<file path="src/rtl/hazard3_reset_ctrl.sv">
// ----------------------------------------------------------------------------
// hazard3_reset_ctrl
//
// Reset controller that sits between the debug module's level-sensitive reset
// request/done handshake and the active-low resets of N_HARTS harts plus the
// system. Each of the N_HARTS+1 channels runs its own small sequencer:
//   IDLE -> ASSERT (hold reset low for at least MIN_ASSERT_CYCLES and until the
//   downstream synchroniser is seen low) -> RELEASE (wait for the synchroniser
//   to come back high) -> DONE (report completion while the request is held).
// Done is only ever reported for a sequence that completed while its request
// was still high, so a stale done can never answer a fresh request.
//
// Channel index N_HARTS is the system channel. A system reset also pulls every
// hart reset low (hart outputs are gated by the system channel), but it does
// not produce a hart done.
//
// Parameters:
//   N_HARTS           number of hart channels (1..16)
//   MIN_ASSERT_CYCLES minimum clk cycles a reset output is held low (>=1)
//   SYNC_STAGES       resynchroniser depth on each feedback input (>=2)
//
// Ports:
//   clk, rst                 clock and synchronous active-high reset
//   sys_reset_req/_done      system channel request (in) / completion (out)
//   hart_reset_req/_done     per-hart request (in) / completion (out)
//   sys_rst_n_out            active-low reset to system logic
//   hart_rst_n_out           active-low reset to each hart synchroniser
//   sys_rst_n_fb             async feedback from the system reset synchroniser
//   hart_rst_n_fb            async feedback from each hart reset synchroniser
//   havereset / havereset_clr sticky "hart has been reset" flags and clears
//
// Optional feature: define HAZARD3_RESET_CTRL_HAVERESET_EN to build the
// havereset flags. Without it havereset is tied low and havereset_clr is
// ignored.
// ----------------------------------------------------------------------------
module hazard3_reset_ctrl #(
    parameter int N_HARTS           = 1,
    parameter int MIN_ASSERT_CYCLES = 4,
    parameter int SYNC_STAGES       = 2
) (
    input  logic               clk,
    input  logic               rst,
    input  logic               sys_reset_req,
    output logic               sys_reset_done,
    input  logic [N_HARTS-1:0] hart_reset_req,
    output logic [N_HARTS-1:0] hart_reset_done,
    output logic               sys_rst_n_out,
    output logic [N_HARTS-1:0] hart_rst_n_out,
    input  logic               sys_rst_n_fb,
    input  logic [N_HARTS-1:0] hart_rst_n_fb,
    output logic [N_HARTS-1:0] havereset,
    input  logic [N_HARTS-1:0] havereset_clr
);

    localparam int N_CH   = N_HARTS + 1;
    localparam int SYS_CH = N_HARTS;
    localparam int CNT_W  = $clog2(MIN_ASSERT_CYCLES) + 1;
    localparam logic [CNT_W-1:0] CNT_LAST = CNT_W'(MIN_ASSERT_CYCLES - 1);

    typedef enum logic [1:0] {
        ST_IDLE    = 2'd0,
        ST_ASSERT  = 2'd1,
        ST_RELEASE = 2'd2,
        ST_DONE    = 2'd3
    } state_t;

    logic [N_CH-1:0] req_all;
    logic [N_CH-1:0] fb_all;
    logic [N_CH-1:0] chan_rst_n_d;
    logic [N_CH-1:0] chan_done_d;
    logic [N_CH-1:0] enter_assert;

    assign req_all = {sys_reset_req, hart_reset_req};
    assign fb_all  = {sys_rst_n_fb, hart_rst_n_fb};

    genvar gi;
    generate
        for (gi = 0; gi < N_CH; gi++) begin : g_chan
            logic [SYNC_STAGES-1:0] sync_q;
            logic [SYNC_STAGES-1:0] sync_d;
            logic                   fb_s;
            state_t                 state_q;
            state_t                 state_d;
            logic [CNT_W-1:0]       cnt_q;
            logic [CNT_W-1:0]       cnt_d;

            always_comb begin
                sync_d = {sync_q[SYNC_STAGES-2:0], fb_all[gi]};
            end

            assign fb_s = sync_q[SYNC_STAGES-1];

            always_comb begin
                state_d = state_q;
                cnt_d   = cnt_q;
                unique case (state_q)
                    ST_IDLE: begin
                        if (req_all[gi]) begin
                            state_d = ST_ASSERT;
                            cnt_d   = '0;
                        end
                    end
                    ST_ASSERT: begin
                        if (cnt_q != CNT_LAST) begin
                            cnt_d = cnt_q + 1'b1;
                        end
                        // Both the minimum width and the synchroniser having
                        // actually gone low are needed before letting go.
                        if ((cnt_q == CNT_LAST) && !fb_s) begin
                            state_d = ST_RELEASE;
                        end
                    end
                    ST_RELEASE: begin
                        // A request that dropped mid-sequence ends quietly.
                        if (fb_s) begin
                            state_d = req_all[gi] ? ST_DONE : ST_IDLE;
                        end
                    end
                    ST_DONE: begin
                        if (!req_all[gi]) begin
                            state_d = ST_IDLE;
                        end
                    end
                    default: state_d = ST_ASSERT;
                endcase
            end

            always_ff @(posedge clk) begin
                if (rst) begin
                    sync_q  <= '0;
                    state_q <= ST_ASSERT;
                    cnt_q   <= '0;
                end else begin
                    sync_q  <= sync_d;
                    state_q <= state_d;
                    cnt_q   <= cnt_d;
                end
            end

            // Outputs are registered from the next state so they move on the
            // same edge as the state itself.
            assign chan_rst_n_d[gi] = (state_d != ST_ASSERT);
            assign chan_done_d[gi]  = (state_d == ST_DONE);
            assign enter_assert[gi] = (state_d == ST_ASSERT) && (state_q != ST_ASSERT);
        end
    endgenerate

    logic               sys_rst_n_q;
    logic               sys_rst_n_d;
    logic [N_HARTS-1:0] hart_rst_n_q;
    logic [N_HARTS-1:0] hart_rst_n_d;
    logic [N_CH-1:0]    done_q;
    logic [N_CH-1:0]    done_d;

    always_comb begin
        sys_rst_n_d  = chan_rst_n_d[SYS_CH];
        // A system reset holds every hart in reset as well.
        hart_rst_n_d = chan_rst_n_d[N_HARTS-1:0] & {N_HARTS{chan_rst_n_d[SYS_CH]}};
        done_d       = chan_done_d;
    end

    always_ff @(posedge clk) begin
        if (rst) begin
            sys_rst_n_q  <= 1'b0;
            hart_rst_n_q <= '0;
            done_q       <= '0;
        end else begin
            sys_rst_n_q  <= sys_rst_n_d;
            hart_rst_n_q <= hart_rst_n_d;
            done_q       <= done_d;
        end
    end

    assign sys_rst_n_out   = sys_rst_n_q;
    assign hart_rst_n_out  = hart_rst_n_q;
    assign sys_reset_done  = done_q[SYS_CH];
    assign hart_reset_done = done_q[N_HARTS-1:0];

`ifdef HAZARD3_RESET_CTRL_HAVERESET_EN
    logic [N_HARTS-1:0] havereset_q;
    logic [N_HARTS-1:0] havereset_d;

    always_comb begin
        // Set takes priority over a simultaneous clear.
        havereset_d = (havereset_q & ~havereset_clr)
                    | enter_assert[N_HARTS-1:0]
                    | {N_HARTS{enter_assert[SYS_CH]}};
    end

    always_ff @(posedge clk) begin
        if (rst) begin
            havereset_q <= '1;
        end else begin
            havereset_q <= havereset_d;
        end
    end

    assign havereset = havereset_q;
`else
    logic unused_havereset;
    assign unused_havereset = ^{havereset_clr, enter_assert};
    assign havereset        = '0;
`endif

endmodule

</file>
<file path="config.mk">
export PLATFORM = sky130hd
export DESIGN_NAME = hazard3_reset_ctrl
export DESIGN_NICKNAME = d
export VERILOG_FILES = /design/src/rtl/hazard3_reset_ctrl.sv
export SDC_FILE = /design/constraint.sdc
export NUM_CORES = 1
export LEC_CHECK = 0
export ABC_AREA = 1
export BUFFER_PORTS_ARGS = -buffer_cell sky130_fd_sc_hd__buf_2
export CORE_UTILIZATION = 50
export DETAILED_ROUTE_END_ITERATION = 6
export HOLD_SLACK_MARGIN = 0.02
export PLACE_DENSITY = 0.69
export SLEW_MARGIN = 20
export SYNTH_ARGS = -nofsm -noshare
export SYNTH_HDL_FRONTEND = slang
export SYNTH_SLANG_ARGS = --single-unit
</file>
<file path="constraint.sdc">
create_clock -name clk -period 3.7 [get_ports clk]
set_input_delay 0.74 -clock clk [delete_from_list [all_inputs] [get_ports clk]]
set_output_delay 0.74 -clock clk [all_outputs]
set_load 0.01 [all_outputs]
</file>
==> results of run 1 <==
final cells by class:
class,instances,area [um2]
Tap cell,16,20.0
Clock buffer,4,36.3
Timing Repair Buffer,9,45.0
Fill cell,155,612
Multi-Input combinational cell,67,358
Inverter,20,75.1
Sequential cell,18,360
registers in the layout (all words and copies together) (netlist names):
signal and count:
g_chan.sync_q 4, g_chan.state_q 4, hart_rst_n_out 1, sys_rst_n_out 1, done_q 2, g_chan.cnt_q 6
report_power, final:
part           internal (mW)  total [mW]  switching [mW]  leakage [nW]
registers              0.236       0.264          0.0286         0.148
clock network         0.0599       0.116          0.0561        0.0210
logic                 0.0912       0.211           0.120         0.301
total                  0.387       0.591           0.204         0.470
cell usage in the layout (no fill, tap or decap):
cell type / n
nand3_1: 5
nor2_4: 1
clkbuf_4: 3
o21a_1: 1
inv_1: 17
nand2_2: 3
clkbuf_8: 1
inv_2: 3
o21ai_2: 2
o21ai_1: 2
dfxtp_1: 18
nand4_1: 1
buf_2: 9
o21ai_0: 1
a21oi_2: 1
nand2_1: 12
conb_1: 1
o21bai_1: 3
a211oi_1: 1
ha_1: 4
nand3_2: 1
nor3_1: 1
nor2_1: 26
nor2_2: 1
layer usage:
metal  global-route usage (%)  share of wire (%)  wire length (um)
met5                        0                  0                 0
met4                     9.38                1.7                20
met3                     5.17                4.1                49
met2                     24.7                 46               545
met1                     19.7                 48               576
how the worst max path moves through the flow:
| stage | startpoint | end | depth (start not counted) |
|---|---|---|---|
| after floorplan | rst | g_chan[0].cnt_q[0] | 3 |
| after global placement | rst | sys_rst_n_out | 4 |
| after detailed placement | rst | hart_rst_n_out | 4 |
| after CTS | hart_rst_n_out | hart_rst_n_out | 1 |
| after global routing | hart_rst_n_out | hart_rst_n_out | 1 |
| final | hart_rst_n_out | hart_rst_n_out | 1 |
cell families after synthesis:
| kind of cell | after synthesis | synth area share (%) |
|---|---|---|
| AOI/OAI and AO/OA | 11 | 9.80 |
| adders and majority gates | 4 | 6.22 |
| buffers and inverters | 22 | 10.7 |
| DFF | 18 | 44.8 |
| other | 1 | 0.466 |
| and+or+nand+nor | 51 | 28.0 |
worst min-delay path: stages (launching register included):
cell and delay [ns]:
dfxtp_1 0.31, inv_1 0.04, nor2_1 0.03
==> flow_summary.rst, run 1 <==
.. list-table::
   :header-rows: 1

   * - Metric
     - Value
   * - Biggest area consumer among synthesized cells
     - dfxtp_1
   * - Via count of the first global-routing pass
     - approximately 530
   * - Unrepaired setup endpoints after global routing
     - false
   * - Post-Synthesis Net Count
     - 118
   * - Area of placed instances
     - 858 um2
   * - Nets
     - 130
   * - Number of antenna violations at the first check in global routing
     - 0
   * - Synthesized cell area
     - 805 um2
   * - Post-route insts no fill
     - ~130
   * - Number of buffers and inverters on the critical path
     - 1
   * - Final setup violating endpoints
     - 0
   * - Most common flop cell mapped by yosys
     - dfxtp_1
   * - CTS buffer count
     - 3
   * - Num rows
     - 14
   * - Core Area
     - 0.00151 mm2
   * - Die Wd
     - 42.1 um
   * - R2R cell count
     - 8
   * - Area growth from synthesis to layout
     - 11.2%
   * - Unique cell type count in the Yosys netlist
     - 23
   * - Reg-to-reg startpoint
     - g_chan[1].cnt_q[0]
   * - Status
     - finished clean
   * - Post-synthesis register bit count
     - 18
   * - Worst Path Required
     - 2.96 ns
   * - Global router's overall resource usage
     - 16.1%
   * - Maximum single-stage delay on the critical path
     - 0.32 ns
   * - Maximum number of pins on one net before global-route repair
     - 13
   * - Count of synthesis-stage warnings from yosys
     - 0
   * - Max Slew Vio Count
     - 0
   * - Min-Delay Startpoint
     - g_chan[1].sync_q[0]
   * - Count of vias placed by the detailed router
     - 628
   * - R2r endpoint
     - g_chan[1].cnt_q[1]
   * - CP cell instances
     - buf_2
   * - Crit path kind
     - flop to output port
   * - Residual DRC count
     - 0
   * - Final clock skew
     - 0.00170 ns
   * - Post-CTS Setup Bufs
     - 0
   * - Hpwl dp
     - 932 um
   * - CP Launch Type
     - flop
   * - Slack of the critical path
     - 2.24 ns
   * - Synth async-reset ratio
     - 0%
   * - Antenna-violating nets left
     - 0
   * - Post-route setup TNS
     - 0 ns
   * - TritonCTS clock tree
     - built
   * - Most common cell in the netlist
     - nor2_1
   * - Average via count per standard cell
     - 4.69
   * - Gate Count Post-Synth
     - 107
   * - Commonest cells in the netlist
     - nor2_1, dfxtp_1, inv_1
   * - Sequential element share of the synthesized area
     - 44.8%
   * - Max Fanout on Critical Path
     - 1
   * - Final non-filler cell area
     - 895 um2
   * - Leading cell types by total area after synthesis
     - dfxtp_1, nor2_1, inv_1
   * - Proportion of layout cells with a drive suffix above 1
     - 21.2%
   * - Clock latency reported for the late side of the worst-skew pair
     - 0.28 ns
   * - Post-placement cell count
     - between 100 and 150
   * - Power density cells
     - 661 mW/mm2
   * - R2R Setup Slk
     - 2.39 ns
   * - Final critical delay including setup and external delays
     - 1.46 ns
   * - Worst IR drop on VDD
     - 0.000368 V
   * - Floorplan die area
     - 0.00177 mm2
   * - RD Place Congestion
     - 0.788
   * - Post-layout util
     - 59.4%
   * - # clock sinks
     - 18
   * - Pre-CTS setup slack
     - 2.28 ns
   * - WHS Path Cells
     - 2
   * - Leak
     - 0.470 nW
   * - Aggregate routed wire length
     - about 1200 um
   * - Crit path capture type
     - output port
   * - Crit path max-delay cell type
     - dfxtp_1
   * - Number of buffers inserted for hold repair after clock tree synthesis
     - 0
   * - Worst Hold Margin
     - 0.409 ns
   * - Tightest Hold Check Type
     - flop to flop
   * - GR Overflow Total
     - 0
   * - Post-layout total power
     - around 0.6 mW
   * - Max Root-Sink Buffers
     - 2
   * - Final number of hold-violating endpoints
     - 0
   * - Clock-pin slew on the worst setup and hold paths
     - roughly 0.1 ns
   * - Ratio of final minimum period to clock period
     - 39.5%
   * - Number of DRC markers in iteration 0
     - 9
   * - Initial core utilization
     - 53.4%
   * - EDFF count, synth
     - 0
   * - Library cell used as clock root buffer
     - clkbuf_4
   * - 1st-pass router iterations
     - 4
   * - Synthesized area per cell
     - between 7 and 8 um2
   * - Number of antenna cells inserted
     - 0
   * - Max-capacitance violation count
     - 0
   * - Fraction of post-synthesis cell area in the top cell type by area
     - 44.8%
   * - Top delay family on crit path
     - flip-flops
   * - Min-Delay Endpoint
     - g_chan[1].sync_q[1]
   * - Drt wl/cell
     - about 8.9 um
   * - H-tree depth
     - 1
   * - Die span in y
     - 42.1 um
   * - Number of placed I/O pins
     - 12
   * - Data arrival time of the worst path
     - 0.72 ns
   * - # port buffers
     - 9
   * - Maximum clock frequency
     - roughly 680 MHz
   * - Count of instances resized after the clock tree is built
     - 0
   * - Global-route wire length before repair
     - 2150 um
Note: power is estimated with default switching activity, not from simulation.
==> inputs of run 2 (changes only) <==
- CORE_UTILIZATION: 50 -> 48
- PLACE_DENSITY: 0.69 -> 0.7
- clock period: 3.7 -> 1.3 ns (I/O delays scaled with it)
==> run 2 against run 1 <==
Net effect: die area is 4.0% higher; setup slack worse by 2.2 ns; power grew to 3.0 times the previous value; combinational power grew to 3.3 times the previous value; critical endpoint is now g_chan[1].cnt_q[1]; critical path type is now flop to flop; critical path depth is 7 higher; first-iteration DRC count is 22% lower; global-route usage is 0.32 points lower; final cell count is 0.75% higher; largest cell class is now multi-input combinational cells; count of clock-buffer cells in the layout stayed put; worst hold slack worse by 0.24 ns.
==> flow_summary.rst, run 2 (synthesized netlist as in run 1, its figures left out) <==
.. list-table::
   :header-rows: 1

   * - Metric
     - Value
   * - Clock network fraction of design power
     - between 10% and 20%
   * - Count of instances resized after the clock tree is built
     - 0
   * - Worst IR drop on VDD
     - 0.000969 V
   * - R2R Setup Slk
     - 0.06 ns
   * - Clock latency reported for the late side of the worst-skew pair
     - around 0.29 ns
   * - Switching part of the total
     - 34.7%
   * - Status
     - finished clean
   * - Max Fanout on Critical Path
     - 6
   * - Ratio of final minimum period to clock period
     - 95.3%
   * - Global-route wire length before repair
     - 2130 um
   * - Floorplan die area
     - 0.00184 mm2
   * - # clock sinks
     - 18
   * - Number of antenna cells inserted
     - 0
   * - Antenna-violating nets left
     - 0
   * - Worst Path Required
     - 1.48 ns
   * - Combinational cell fraction of total power
     - 38.5%
   * - Average via count per standard cell
     - 4.61
   * - Maximum single-stage delay on the critical path
     - 0.35 ns
   * - Post-CTS Setup Bufs
     - 0
   * - Power density cells
     - 1890 mW/mm2
   * - Num rows
     - 14
   * - Initial core utilization
     - 52.2%
   * - R2R cell count
     - 8
   * - R2r endpoint
     - g_chan[1].cnt_q[1]
   * - Number of buffers and inverters on the critical path
     - 0
   * - Number of buffers inserted for hold repair after clock tree synthesis
     - 0
   * - Register share of total power
     - approximately 43%
   * - Max Slew Vio Count
     - 0
   * - Maximum number of pins on one net before global-route repair
     - 13
   * - Drt wl/cell
     - 8.59 um
   * - Max Root-Sink Buffers
     - 2
   * - Die Wd
     - about 43 um
   * - Global router's overall resource usage
     - between 10% and 20%
   * - Core Area
     - 0.00154 mm2
   * - Hpwl dp
     - 873 um
   * - Crit path kind
     - flop to flop
   * - Post-route insts no fill
     - ~140
   * - Final number of hold-violating endpoints
     - 0
   * - GR Overflow Total
     - 0
   * - Post-layout util
     - 61.2%
   * - Number of cells on the critical path
     - 8
   * - Reg-to-reg startpoint
     - g_chan[1].cnt_q[1]
   * - Number of placed I/O pins
     - 12
   * - Flip-flop count of the largest register, all copies and words added
     - 6
   * - Largest registers
     - g_chan.cnt_q x6, g_chan.state_q x4, g_chan.sync_q x4
   * - Most used cells in the layout excluding fill and tap cells
     - nor2_1, inv_1, dfxtp_1, nand2_1, buf_2
   * - Number of antenna violations at the first check in global routing
     - 0
   * - Final critical delay including setup and external delays
     - 1.24 ns
   * - Post-placement cell count
     - 131
   * - Count of vias placed by the detailed router
     - roughly 620
   * - Via count of the first global-routing pass
     - 573
   * - # port buffers
     - 9
   * - Unrepaired setup endpoints after global routing
     - true
   * - Net Switching
     - 0.618 mW
   * - Residual DRC count
     - 0
   * - Max-capacitance violation count
     - 0
   * - Critical Path End
     - g_chan[1].cnt_q[1]
   * - Nets
     - about 130
   * - Top delay family on crit path
     - simple AND/OR/NAND/NOR gates
   * - Proportion of layout cells with a drive suffix above 1
     - 27.7%
   * - Data arrival time of the worst path
     - 1.42 ns
   * - Critical Path Start
     - g_chan[1].cnt_q[1]
   * - Crit path capture type
     - flop
   * - RD Place Congestion
     - 0.804
   * - Register with the highest flop count
     - g_chan.cnt_q
   * - Crit path max-delay cell type
     - dfxtp_2
   * - Most common cell after layout, fill and taps aside
     - nor2_1
   * - Die span in y
     - 42.9 um
   * - Final setup violating endpoints
     - 0
   * - Leak
     - 0.475 nW
   * - Maximum clock frequency
     - 808 MHz
   * - CP Launch Type
     - flop
   * - Number of DRC markers in iteration 0
     - 7
   * - Final clock skew
     - 0.00219 ns
   * - TritonCTS clock tree
     - built
   * - 1st-pass router iterations
     - 4
   * - Clock-pin slew on the worst setup and hold paths
     - 0.09 ns
   * - Worst Hold Margin
     - between 0.15 and 0.2 ns
   * - CP cell instances
     - ha_4, ha_4, nand2_2, nand2_2, nor2_4, nand2_1, o21ai_1, nor2_1
   * - Post-route setup TNS
     - 0 ns
   * - H-tree depth
     - 1
   * - Library cell used as clock root buffer
     - clkbuf_4
   * - Aggregate routed wire length
     - 1160 um
   * - Area growth from synthesis to layout
     - 17.3%
   * - Int Power
     - 1.16 mW
   * - CTS buffer count
     - 3
   * - Tightest Hold Check Type
     - input pin to flop
   * - WHS Path Cells
     - 3
-- run 2: changes by cell type in the layout (fill, tap and decap cells not counted), sizes merged --
cell / previous run / this run
buf: 9 / 10
-- run 2: area by class of cell --
type	count	area, um2
Fill cell	138	598
Sequential cell	18	364
Inverter	20	75.1
Clock buffer	4	36.3
Tap cell	16	20.0
Timing Repair Buffer	10	52.6
Multi-Input combinational cell	67	395
-- run 2: how the worst min path moves through the flow --
stage / start / endpoint
2_1_floorplan: hart_rst_n_fb / g_chan[0].sync_q[0]
3_3_place_gp: g_chan[0].sync_q[0] / g_chan[0].sync_q[1]
3_5_place_dp: g_chan[0].sync_q[0] / g_chan[0].sync_q[1]
4_1_cts: hart_rst_n_fb / g_chan[0].sync_q[0]
5_1_grt: hart_rst_n_fb / g_chan[0].sync_q[0]
6_report: hart_rst_n_fb / g_chan[0].sync_q[0]
-- run 2: through the flow --
| stage | setup WS [ns] | instance area (um2) | total power, mW |
|---|---|---|---|
| final | 0.0617 | 943 | 1.78 |
| after global placement | 0.0372 | 866 | 1.37 |
| after detailed placement | 0.0222 | 866 | 1.39 |
| after floorplan | 0.0725 | 805 | 1.26 |
| after CTS | 0.00644 | 902 | 1.72 |
| after global routing | -0.0202 | 943 | 1.96 |
-- run 2: metal layers --
layer,vias up,routed length [um],track usage [%]
li1,348,-,-
met1,262,564,17.8
met2,11,516,24.8
met3,2,60,7.66
met4,0,19,7.27
met5,-,0,0
-- run 2: power by group through the flow --
stage / Clock [mW] / Sequential [mW] / Combinational, mW
6_report: 0.329 / 0.766 / 0.687
3_3_place_gp: 0 / 0.753 / 0.619
4_1_cts: 0.343 / 0.743 / 0.636
2_1_floorplan: 0 / 0.754 / 0.510
3_5_place_dp: 0 / 0.756 / 0.635
5_1_grt: 0.370 / 0.786 / 0.803
-- run 2: worst register-to-register path, stage by stage (launching register included) --
cell     delay (ns)
dfxtp_2        0.35
ha_4           0.16
ha_4           0.15
nand2_2        0.06
nand2_2        0.06
nor2_4         0.17
nand2_1        0.07
o21ai_1        0.07
nor2_1         0.05
==> inputs of run 3 (changes only) <==
- CELL_PAD_IN_SITES_DETAIL_PLACEMENT: not set -> 1
- CELL_PAD_IN_SITES_GLOBAL_PLACEMENT: not set -> 2
- CORE_ASPECT_RATIO: not set -> 0.6
- CORE_UTILIZATION: 48 -> 27
- PLACE_DENSITY: 0.7 -> 0.68
==> run 3 against run 2 <==
Net effect: non-clock buffer count up 2; combinational power up 13%; count of clock-buffer cells in the layout down 1; largest power group is now combinational cells.
==> flow_summary.rst, run 3 (synthesized netlist as in run 1, its figures left out) <==
.. list-table::
   :header-rows: 1

   * - Metric
     - Value
   * - Post-route insts no fill
     - 160
   * - Clock-pin slew on the worst setup and hold paths
     - 0.07 ns
   * - Min-Delay Endpoint
     - g_chan[1].sync_q[0]
   * - Power density cells
     - 1900 mW/mm2
   * - Initial core utilization
     - 30.2%
   * - Largest registers
     - g_chan.cnt_q x6, g_chan.state_q x4, g_chan.sync_q x4
   * - Number of antenna violations at the first check in global routing
     - 0
   * - Min-Delay Startpoint
     - sys_rst_n_fb
   * - Nets
     - 133
   * - R2R Setup Slk
     - just under 0.08 ns
   * - Aggregate routed wire length
     - 1690 um
   * - Crit path capture type
     - flop
   * - Residual DRC count
     - 0
   * - H-tree depth
     - 1
   * - Global-route wire length before repair
     - 2830 um
   * - Die span in y
     - 44.3 um
   * - Clock latency reported for the late side of the worst-skew pair
     - around 0.25 ns
   * - 1st-pass router iterations
     - 2
   * - Most used cells in the layout excluding fill and tap cells
     - nor2_1, inv_1, dfxtp_1, nand2_1, buf_2
   * - Post-layout util
     - 38.0%
   * - TritonCTS clock tree
     - built
   * - Maximum number of pins on one net before global-route repair
     - 13
   * - Library cell used as clock root buffer
     - clkbuf_8
   * - Number of placed I/O pins
     - 12
   * - Tightest Hold Check Type
     - input pin to flop
   * - Count of vias placed by the detailed router
     - 665
   * - Most common cell after layout, fill and taps aside
     - nor2_1
   * - Worst IR drop on VDD
     - 0.000582 V
   * - Final critical delay including setup and external delays
     - 1.22 ns
   * - Drt wl/cell
     - ~11 um
   * - Final number of hold-violating endpoints
     - 0
   * - Final setup violating endpoints
     - 0
   * - Max Root-Sink Buffers
     - 2
   * - Proportion of layout cells with a drive suffix above 1
     - 30.0%
   * - Number of antenna cells inserted
     - 0
   * - Crit path kind
     - flop to flop
   * - Area growth from synthesis to layout
     - 25.8%
   * - Reg-to-reg startpoint
     - g_chan[1].cnt_q[1]
   * - Worst Path Required
     - approximately 1.4 ns
   * - Antenna-violating nets left
     - 0
   * - Ratio of final minimum period to clock period
     - between 90% and 100%
   * - Max-capacitance violation count
     - 0
   * - Floorplan die area
     - 0.00321 mm2
   * - Global router's overall resource usage
     - 12.2%
   * - # port buffers
     - 9
   * - Die Wd
     - approximately 72 um
   * - Via count of the first global-routing pass
     - 617
   * - Status
     - finished clean
   * - R2r endpoint
     - g_chan[1].cnt_q[1]
   * - Number of fill cells
     - approximately 340
   * - RD Place Congestion
     - between 0.7 and 0.8
   * - CTS buffer count
     - 3
   * - CP Launch Type
     - flop
   * - Number of DRC markers in iteration 0
     - 18
   * - Register with the highest flop count
     - g_chan.cnt_q
   * - # clock sinks
     - 18
   * - WHS Path Cells
     - 3
   * - Max Slew Vio Count
     - 0
   * - Data arrival time of the worst path
     - between 1 and 1.5 ns
   * - Average via count per standard cell
     - around 4.2
   * - Post-route setup TNS
     - 0 ns
   * - Num rows
     - 14
   * - Post-placement cell count
     - 156
   * - Core Area
     - 0.00266 mm2
   * - GR Overflow Total
     - 0
   * - R2R cell count
     - 8
   * - Flip-flop count of the largest register, all copies and words added
     - 6
   * - Hpwl dp
     - about 1300 um
   * - Maximum clock frequency
     - 818 MHz
   * - Final clock skew
     - 0.00350 ns
   * - Leak
     - 0.487 nW
   * - Unrepaired setup endpoints after global routing
     - false
   * - Max Fanout on Critical Path
     - 6
## run 3: timing repair
item,in CTS,in global routing
buffers inserted,1,0
pin swaps,3,5
hold buffers,0,0
cloned,0,0
endpoints found under the hold margin,0,0
resized for setup,6,7
setup endpoints to repair,6,9
## run 3: how the worst max path moves through the flow
stage / startpoint / end / slack (ns) / cells past startpoint
2_1_floorplan: g_chan[1].cnt_q[0] / g_chan[1].cnt_q[1] / 0.07 / 8
3_3_place_gp: g_chan[0].cnt_q[0] / g_chan[0].cnt_q[1] / -0.01 / 6
3_5_place_dp: g_chan[0].cnt_q[0] / g_chan[0].cnt_q[0] / -0.04 / 6
4_1_cts: g_chan[0].cnt_q[0] / g_chan[0].cnt_q[0] / 0.007 / 6
5_1_grt: g_chan[0].cnt_q[0] / hart_rst_n_out / 0.003 / 8
6_report: g_chan[1].cnt_q[1] / g_chan[1].cnt_q[1] / 0.08 / 8
## run 3: routing by layer
layer	GRT usage, %	part of all wire (%)
met5	0	0
met4	3.53	0.47
met2	17.8	39
met3	5.47	4.9
met1	16.3	56
## run 3: worst max-delay path: stages (launching register included)
cell     delay (ns)
dfxtp_2        0.34
ha_4           0.16
ha_4           0.16
nand2_2        0.06
nand2_2        0.06
nor2_4         0.15
nand2_1        0.07
o21ai_1        0.07
nor2_1         0.04
## run 3: final cells by class
type                    count  area, um2  share of cell area (%)
multi-input cells          67        415                    41.0
well taps                  40       50.0                    4.94
flip-flops and latches     18        363                    35.8
repair buffers             12       67.6                    6.67
inverters                  20       75.1                    7.42
clock buffers               3       41.3                    4.08
## run 3: metrics by stage
step | setup WS, ns | instance area [um2] | hold slack [ns] | total power [mW]
after detailed placement | -0.0444 | 903 | 0.406 | 1.47
after floorplan | 0.0725 | 805 | 0.367 | 1.26
after global routing | 0.00292 | 1010 | 0.225 | 2.09
after global placement | -0.0121 | 903 | 0.394 | 1.42
final | 0.0781 | 1010 | 0.214 | 1.92
after CTS | 0.00655 | 978 | 0.213 | 1.92
## run 3: report_power, final
group / internal [mW] / switching (mW) / total [mW]
Combinational: 0.353 / 0.426 / 0.779
Clock: 0.205 / 0.172 / 0.378
Sequential: 0.677 / 0.0883 / 0.766
